**src/rtl/ex_pkg.sv**
```systemverilog
// ex_pkg: opcodes, FSM states and default widths shared by the execute stage.
// Latency/backpressure: n/a (types and constants only).
package ex_pkg;
   localparam int OP_W       = 4;
   localparam int XLEN_DEF   = 32;
   localparam int REG_AW_DEF = 5;

   typedef enum logic [OP_W-1:0] {
      OP_ADD = 4'd0,
      OP_SUB = 4'd1,
      OP_AND = 4'd2,
      OP_OR  = 4'd3,
      OP_XOR = 4'd4,
      OP_SLT = 4'd5,
      OP_SLL = 4'd6,
      OP_SRL = 4'd7,
      OP_BEQ = 4'd8,
      OP_BNE = 4'd9,
      OP_MUL = 4'd10
   } op_e;

   typedef enum logic {
      ST_IDLE = 1'b0,
      ST_BUSY = 1'b1
   } state_e;
endpackage

```
**src/rtl/ex_mul_iter.sv**
```systemverilog
// ex_mul_iter: shift-add unsigned multiplier, one multiplier bit per cycle, low XLEN bits kept.
// Latency: done_o is high during the XLEN-th busy cycle; no backpressure, abort_i drops work at once.
module ex_mul_iter
   import ex_pkg::*;
#(
   parameter int XLEN = XLEN_DEF
) (
   input  logic            clk,
   input  logic            rst,
   input  logic            start_i,
   input  logic            abort_i,
   input  logic [XLEN-1:0] a_i,
   input  logic [XLEN-1:0] b_i,
   output logic            busy_o,
   output logic            done_o,
   output logic [XLEN-1:0] result_o
);
   localparam int CW = $clog2(XLEN);

   logic [XLEN-1:0] acc_q, mcand_q, mplier_q, step;
   logic [CW-1:0]   cnt_q;
   logic            busy_q;

   // The final partial product is folded in combinationally so the result is ready on the last step.
   assign step     = acc_q + (mplier_q[0] ? mcand_q : '0);
   assign busy_o   = busy_q;
   assign done_o   = busy_q && (cnt_q == CW'(XLEN-1));
   assign result_o = step;

   always_ff @(posedge clk or posedge rst) begin
      if (rst) begin
         acc_q    <= '0;
         mcand_q  <= '0;
         mplier_q <= '0;
         cnt_q    <= '0;
         busy_q   <= 1'b0;
      end else if (abort_i) begin
         cnt_q    <= '0;
         busy_q   <= 1'b0;
      end else if (start_i) begin
         acc_q    <= '0;
         mcand_q  <= a_i;
         mplier_q <= b_i;
         cnt_q    <= '0;
         busy_q   <= 1'b1;
      end else if (busy_q) begin
         acc_q    <= step;
         mcand_q  <= mcand_q << 1;
         mplier_q <= mplier_q >> 1;
         cnt_q    <= cnt_q + 1'b1;
         if (done_o) busy_q <= 1'b0;
      end
   end
endmodule

```
**src/rtl/ex_stage_pipe.sv**
```systemverilog
// ex_stage_pipe: ALU, branch resolve and target into an EX/MEM output register; iterative MUL if EX_MUL_EN.
// Latency 1 cycle (MUL: XLEN); in_ready drops combinationally on a stalled full output or busy MUL.
module ex_stage_pipe
   import ex_pkg::*;
#(
   parameter int XLEN   = XLEN_DEF,
   parameter int REG_AW = REG_AW_DEF
) (
   input  logic              clk,
   input  logic              rst,
   input  logic              in_valid,
   output logic              in_ready,
   input  logic [OP_W-1:0]   op,
   input  logic [XLEN-1:0]   a,
   input  logic [XLEN-1:0]   b,
   input  logic [XLEN-1:0]   imm,
   input  logic [XLEN-1:0]   pc_plus4,
   input  logic [REG_AW-1:0] rt_idx,
   input  logic [REG_AW-1:0] rd_idx,
   input  logic              reg_dst,
   input  logic              alu_src,
   input  logic              flush,
   output logic              out_valid,
   input  logic              out_ready,
   output logic [XLEN-1:0]   out_result,
   output logic [REG_AW-1:0] out_wreg,
   output logic              out_br_taken,
   output logic [XLEN-1:0]   out_br_target,
   output logic              out_illegal
);
   localparam int SHW = $clog2(XLEN);

   state_e            state_q, state_d;
   logic              out_valid_q, out_valid_d;
   logic [XLEN-1:0]   out_result_q, out_result_d;
   logic [REG_AW-1:0] out_wreg_q, out_wreg_d;
   logic              out_taken_q, out_taken_d;
   logic [XLEN-1:0]   out_target_q, out_target_d;
   logic              out_illegal_q, out_illegal_d;

   op_e               opc;
   logic [XLEN-1:0]   opb, alu_res, br_target;
   logic [REG_AW-1:0] wreg;
   logic              br_taken, illegal, accept, is_mul;

   assign opc       = op_e'(op);
   assign opb       = alu_src ? imm : b;
   assign wreg      = reg_dst ? rd_idx : rt_idx;
   assign br_target = pc_plus4 + (imm << 2);
   assign in_ready  = !rst && (state_q == ST_IDLE) && (!out_valid_q || out_ready);
   assign accept    = in_valid && in_ready && !flush;

   always_comb begin
      alu_res  = '0;
      br_taken = 1'b0;
      illegal  = 1'b0;
      case (opc)
         OP_ADD: alu_res = a + opb;
         OP_SUB: alu_res = a - opb;
         OP_AND: alu_res = a & opb;
         OP_OR:  alu_res = a | opb;
         OP_XOR: alu_res = a ^ opb;
         OP_SLT: alu_res = {{(XLEN-1){1'b0}}, ($signed(a) < $signed(opb))};
         OP_SLL: alu_res = a << opb[SHW-1:0];
         OP_SRL: alu_res = a >> opb[SHW-1:0];
         OP_BEQ: br_taken = (a == b);
         OP_BNE: br_taken = (a != b);
`ifdef EX_MUL_EN
         OP_MUL: alu_res = '0;
`endif
         default: illegal = 1'b1;
      endcase
   end

`ifdef EX_MUL_EN
   logic              mul_start, mul_busy, mul_done;
   logic [XLEN-1:0]   mul_res, pend_target_q;
   logic [REG_AW-1:0] pend_wreg_q;

   assign is_mul    = (opc == OP_MUL);
   assign mul_start = accept && is_mul;

   ex_mul_iter #(.XLEN(XLEN)) u_mul (
      .clk      (clk),
      .rst      (rst),
      .start_i  (mul_start),
      .abort_i  (flush),
      .a_i      (a),
      .b_i      (opb),
      .busy_o   (mul_busy),
      .done_o   (mul_done),
      .result_o (mul_res)
   );

   // Destination and target are captured at accept; the multiplier only carries the operands.
   always_ff @(posedge clk or posedge rst) begin
      if (rst) begin
         pend_target_q <= '0;
         pend_wreg_q   <= '0;
      end else if (mul_start) begin
         pend_target_q <= br_target;
         pend_wreg_q   <= wreg;
      end
   end
`else
   assign is_mul = 1'b0;
`endif

   always_comb begin
      state_d       = state_q;
      out_valid_d   = out_valid_q;
      out_result_d  = out_result_q;
      out_wreg_d    = out_wreg_q;
      out_taken_d   = out_taken_q;
      out_target_d  = out_target_q;
      out_illegal_d = out_illegal_q;
      if (flush) begin
         state_d     = ST_IDLE;
         out_valid_d = 1'b0;
      end else begin
         if (out_ready) out_valid_d = 1'b0;
         case (state_q)
            ST_IDLE: begin
               if (accept) begin
                  if (is_mul) begin
                     state_d = ST_BUSY;
                  end else begin
                     out_valid_d   = 1'b1;
                     out_result_d  = alu_res;
                     out_wreg_d    = wreg;
                     out_taken_d   = br_taken;
                     out_target_d  = br_target;
                     out_illegal_d = illegal;
                  end
               end
            end
`ifdef EX_MUL_EN
            ST_BUSY: begin
               if (mul_done) begin
                  state_d       = ST_IDLE;
                  out_valid_d   = 1'b1;
                  out_result_d  = mul_res;
                  out_wreg_d    = pend_wreg_q;
                  out_taken_d   = 1'b0;
                  out_target_d  = pend_target_q;
                  out_illegal_d = 1'b0;
               end else if (!mul_busy) begin
                  state_d = ST_IDLE;
               end
            end
`endif
            default: state_d = ST_IDLE;
         endcase
      end
   end

   always_ff @(posedge clk or posedge rst) begin
      if (rst) begin
         state_q       <= ST_IDLE;
         out_valid_q   <= 1'b0;
         out_result_q  <= '0;
         out_wreg_q    <= '0;
         out_taken_q   <= 1'b0;
         out_target_q  <= '0;
         out_illegal_q <= 1'b0;
      end else begin
         state_q       <= state_d;
         out_valid_q   <= out_valid_d;
         out_result_q  <= out_result_d;
         out_wreg_q    <= out_wreg_d;
         out_taken_q   <= out_taken_d;
         out_target_q  <= out_target_d;
         out_illegal_q <= out_illegal_d;
      end
   end

   assign out_valid     = out_valid_q;
   assign out_result    = out_result_q;
   assign out_wreg      = out_wreg_q;
   assign out_br_taken  = out_taken_q;
   assign out_br_target = out_target_q;
   assign out_illegal   = out_illegal_q;
endmodule

```
**config.mk**
```make
export PLATFORM = sky130hd
export DESIGN_NAME = ex_stage_pipe
export DESIGN_NICKNAME = d
export VERILOG_FILES = /design/src/rtl/ex_pkg.sv /design/src/rtl/ex_mul_iter.sv /design/src/rtl/ex_stage_pipe.sv
export SDC_FILE = /design/constraint.sdc
export NUM_CORES = 1
export LEC_CHECK = 0
export CORE_UTILIZATION = 47
export DETAILED_ROUTE_END_ITERATION = 8
export PLACE_DENSITY = 0.78
export SETUP_SLACK_MARGIN = 0.02
export SLEW_MARGIN = 20
export SYNTH_ARGS = -nofsm -noshare
export SYNTH_HDL_FRONTEND = slang
export SYNTH_SLANG_ARGS = --single-unit
```
**constraint.sdc**
```tcl
create_clock -name clk -period 4.7 [get_ports clk]
set_input_delay 0.47 -clock clk [delete_from_list [all_inputs] [get_ports clk]]
set_output_delay 0.47 -clock clk [all_outputs]
set_load 0.1 [all_outputs]
```
==> summary by stage, run 1 <==
Detailed routing
The routed layout has roughly 17,000 vias. The detail route stage leaves a number of antenna-violating nets equal to 0. The total routed wirelength is roughly 70,000 um. After detailed routing, the number of remaining DRC violations is 0. The vias per cell is 6.889.

The number of iterations in the first detailed-routing pass is 6. The first routing iteration left around 2,300 violations. After detailed routing, the average wire length per cell comes to roughly 28 um.

Cells and area
Of the cells placed in the final design, the portion with a size suffix greater than 1 is 0.09862. The final cell count without fillers is around 2,400. The layout overhead on the synthesized area is 25.57%.

The number of antenna repair diodes is 0. Once layout is complete, the utilization of the core stands at 0.6061. The number of nets at the end of the flow is 2,315.

Synthesis
The largest total area in the synthesized netlist belongs to sky130_fd_sc_hd__dfrtp_1. The adder and majority cell fraction of the synthesized area is 0.1340. Of the total synthesized cell area, the portion taken by AND, OR, NAND and NOR gates is 0.1743. Each instance of the synthesized netlist takes up on average between 7 and 8 sq um. The yosys synthesis warning count is 0. The post-synth design cell area is roughly 14,000 sq um.

The number of flops mapped to enable cells by yosys is 0. Of the post-synthesis cell area, the dominant cell type holds 0.1333. The dominant combinational cell family by area after synthesis is compound AO/OA/AOI/OAI gates. The share of the Yosys chip area taken by registers is 0.1333. The number of storage elements in the synthesis netlist is 72.

The area share of xor/xnor cells in the synthesized design is 0.04146. The compound-cell area share of the yosys netlist is 0.2979. The share of synthesized flip-flops with an asynchronous set or reset is 1.000. In the post-synthesis netlist, the cell with the most instances is sky130_fd_sc_hd__nand2_1. The net count of the mapped netlist is around 2,100. By count the netlist is led by 191 x sky130_fd_sc_hd__nand2_1, 150 x sky130_fd_sc_hd__nor2_1, 144 x sky130_fd_sc_hd__a21oi_1. After technology mapping, the gate count stands at around 1,800. The most used flip-flop cell after synthesis is sky130_fd_sc_hd__dfrtp_1.

After synthesis, the share of cell area in mux cells is 0.1453. The number of different library cells in the post-synthesis netlist is 76. By area the synthesized netlist is led by sky130_fd_sc_hd__dfrtp_1 13%, sky130_fd_sc_hd__ha_1 13%, sky130_fd_sc_hd__mux2i_1 7.9%.

Run
Across the run, the number of max-cap violations was 0.

CTS
The maximum clock insertion buffer count is 2. The clock latency of the later-clocked register in the worst-skew pair is ~0.37 ns. In this run, post-CTS repair resized a total of 0 instances. The number of hold buffers added after CTS was 0.

The clock tree synthesis step divided the H-tree into 3 levels. TritonCTS built the clock tree. CTS placed an instance of sky130_fd_sc_hd__clkbuf_16 at the clock tree root. The number of sinks on the clock net is a little over 70. After clock tree synthesis, the clock-pin slew on the worst setup and hold paths is ~0.070 ns. The post-CTS repair timing setup buffer count is 0. The TritonCTS buffer count is 9.

GRT
The number of antenna violations at the first check in global routing is 1. The via count of the first global-routing pass was between 15,000 and 20,000. The wire length of the first global-routing pass is 98,950 um.

The global-route total usage across every layer is 0.4589. After global routing the overflow that remains totals 0. Entering global routing, the biggest net connects 73 pins.

Floorplan
The number of placed I/O pins is approximately 220. For this configuration, the core starts out at a cell density of 0.4826. The die is between 150 and 200 um tall.

The floorplan has ~60 rows. Measured along the x axis, the die boundary spans roughly 170 um. The total area inside the core boundary comes to ~28,000 sq um. The die covers 29,450 sq um.

Power and ir drop
The largest vdd supply drop is around 0.00022 V. In this run the power density over the cells is roughly 300 nW/um^2. The total leakage power is about 0.0074 uW.

Placed design
The count of buffers added on input and output ports is roughly 220. Summed over all nets, the half-perimeter wirelength after detailed placement is around 54,000 um. Before CTS, the worst setup slack after placement is 0.1699 ns. The cell total after placement is ~2,400. The final RePlAce weighted congestion is between 1 and 1.5.

STA
The clock arrives with between 0.008 and 0.009 ns of skew. Once routing completed, OpenROAD measured the worst setup slack at 0.4065 ns. The final number of hold-violating endpoints is 0. The share of the clock period used by the worst path after layout is 0.9135.

The transition time of the tightest slew-check pin is 1.058 ns. For the finished layout, the period the worst path requires is between 4 and 5 ns. Setup repair after global routing left no endpoint under its margin.

The final total negative setup slack is 0 ns. Headroom to the max-slew limit came out at 0.2923. Setup violations remaining at the end of the flow were counted as 0. The number of pins with negative max-slew slack in the final report came to 0. For this run, the top clock speed supported by timing is around 230 MHz.

Worst setup path
The kind of critical path is in2reg. The highest fanout seen on the critical path is 5. The data arrival time of the worst path is 4.57 ns. STA classifies the critical path endpoint as a flop.

The category of the worst setup path launch point is an input pin. The worst path required time is ~5.0 ns.

Run status
The run finished with clean final reports.

Worst hold path
The tightest min-delay check is of the reg2reg type.
==> through the flow <==
stage	power (uW)	cell area (sq um)	hold slack, ns
final	5035	16980	0.4801
after global routing	5216	16980	0.5099
after CTS	4958	16980	0.4804
after detailed placement	4096	16630	0.4629
after global placement	4073	16630	0.4532
after floorplan	3032	13520	0.5754
==> per-layer routing <==
metal  global-route usage  share of wire  vias up
met2               0.6673           0.41     1283
met3               0.1111           0.12      278
met1               0.5902           0.38     7850
li1                     -              -     7163
met4               0.3292          0.081        2
met5                    0        0.00019        -
==> placed cells by master (no fill, tap or decap), types with 34 or more instances in the layout <==
| master | instances |
|---|---|
| sky130_fd_sc_hd__ha_1 | 140 |
| sky130_fd_sc_hd__mux2i_1 | 104 |
| sky130_fd_sc_hd__clkdlybuf4s50_1 | 220 |
| sky130_fd_sc_hd__o21ai_0 | 138 |
| sky130_fd_sc_hd__mux4_2 | 34 |
| sky130_fd_sc_hd__buf_4 | 111 |
| sky130_fd_sc_hd__dfrtp_1 | 72 |
| sky130_fd_sc_hd__nand2_1 | 191 |
| sky130_fd_sc_hd__xor2_1 | 49 |
| sky130_fd_sc_hd__a21oi_1 | 144 |
| sky130_fd_sc_hd__a31oi_1 | 43 |
| sky130_fd_sc_hd__nor2_1 | 150 |
| sky130_fd_sc_hd__inv_1 | 111 |
==> flip-flops by register name, summed over array words and instances, names as in the netlist <==
| signal | count |
|---|---|
| out_br_target | 32 |
| out_br_taken | 1 |
| out_illegal | 1 |
| out_result | 32 |
| out_valid | 1 |
| out_wreg | 5 |
==> path summary, 6_finish.rpt <==
path,from,end,slack [ns],cells after the start
max,b[0],out_result[24]$_DFFE_PP0P_,0.41,14
min,out_br_target[0]$_DFFE_PP0P_,out_br_target[0]$_DFFE_PP0P_,0.48,2
max reg2reg,out_valid$_DFFE_PP0P_,out_result[31]$_DFFE_PP0P_,1.50,9
min reg2reg,out_br_target[0]$_DFFE_PP0P_,out_br_target[0]$_DFFE_PP0P_,0.48,2
max in group asynchronous,rst,out_result[4]$_DFFE_PP0P_,3.31,3
min in group asynchronous,rst,out_valid$_DFFE_PP0P_,0.51,2
==> power by group <==
| group | internal [uW] | switching, uW | leakage [uW] |
|---|---|---|---|
| clock network | 524 | 330 | 0.000164 |
| registers | 751 | 86.1 | 0.000893 |
| logic | 1010 | 2340 | 0.00638 |
==> area by class of cell <==
cell class,instances,area [sq um]
fill,2576,11030
multi-input combinational,1490,10810
clock buffer,10,229.0
clock inverter,6,115.1
timing repair buffer,336,3120
tap,378,473.0
inverter,114,431.7
sequential,72,1802
==> critical path: stages <==
cell	delay [ns]
sky130_fd_sc_hd__clkdlybuf4s50_1	0.48
sky130_fd_sc_hd__mux2i_4	0.19
sky130_fd_sc_hd__inv_2	0.07
sky130_fd_sc_hd__ha_1	0.22
sky130_fd_sc_hd__fa_1	0.45
sky130_fd_sc_hd__o21bai_1	0.23
sky130_fd_sc_hd__a221oi_1	0.14
sky130_fd_sc_hd__o21ai_0	0.48
sky130_fd_sc_hd__a311oi_1	0.26
sky130_fd_sc_hd__o21a_1	0.29
sky130_fd_sc_hd__a21oi_1	0.38
sky130_fd_sc_hd__a2111o_1	0.24
sky130_fd_sc_hd__or4b_2	0.58
sky130_fd_sc_hd__o21ai_0	0.09
==> logic make-up (layout without fill, tap and decap cells) <==
family / after synthesis / count (layout)
AOI/OAI and AO/OA: 614 / 614
and+or+nand+nor: 520 / 520
buffers and inverters: 256 / 466
muxes: 149 / 149
adders and majority gates: 143 / 143
DFF: 72 / 72
xor gates and xnor gates: 64 / 64
(Power assumes the default switching activity.)
==> inputs of run 2 (changes only) <==
--- a/config.mk
+++ b/config.mk
@@ -6,6 +6,7 @@
 export NUM_CORES = 1
 export LEC_CHECK = 0
 export CORE_UTILIZATION = 47
+export CTS_CLUSTER_DIAMETER = 60
 export DETAILED_ROUTE_END_ITERATION = 8
 export PLACE_DENSITY = 0.78
 export SETUP_SLACK_MARGIN = 0.02
==> results of run 2 <==
The final DEF is identical to that of run 1; final timing and power are the same.
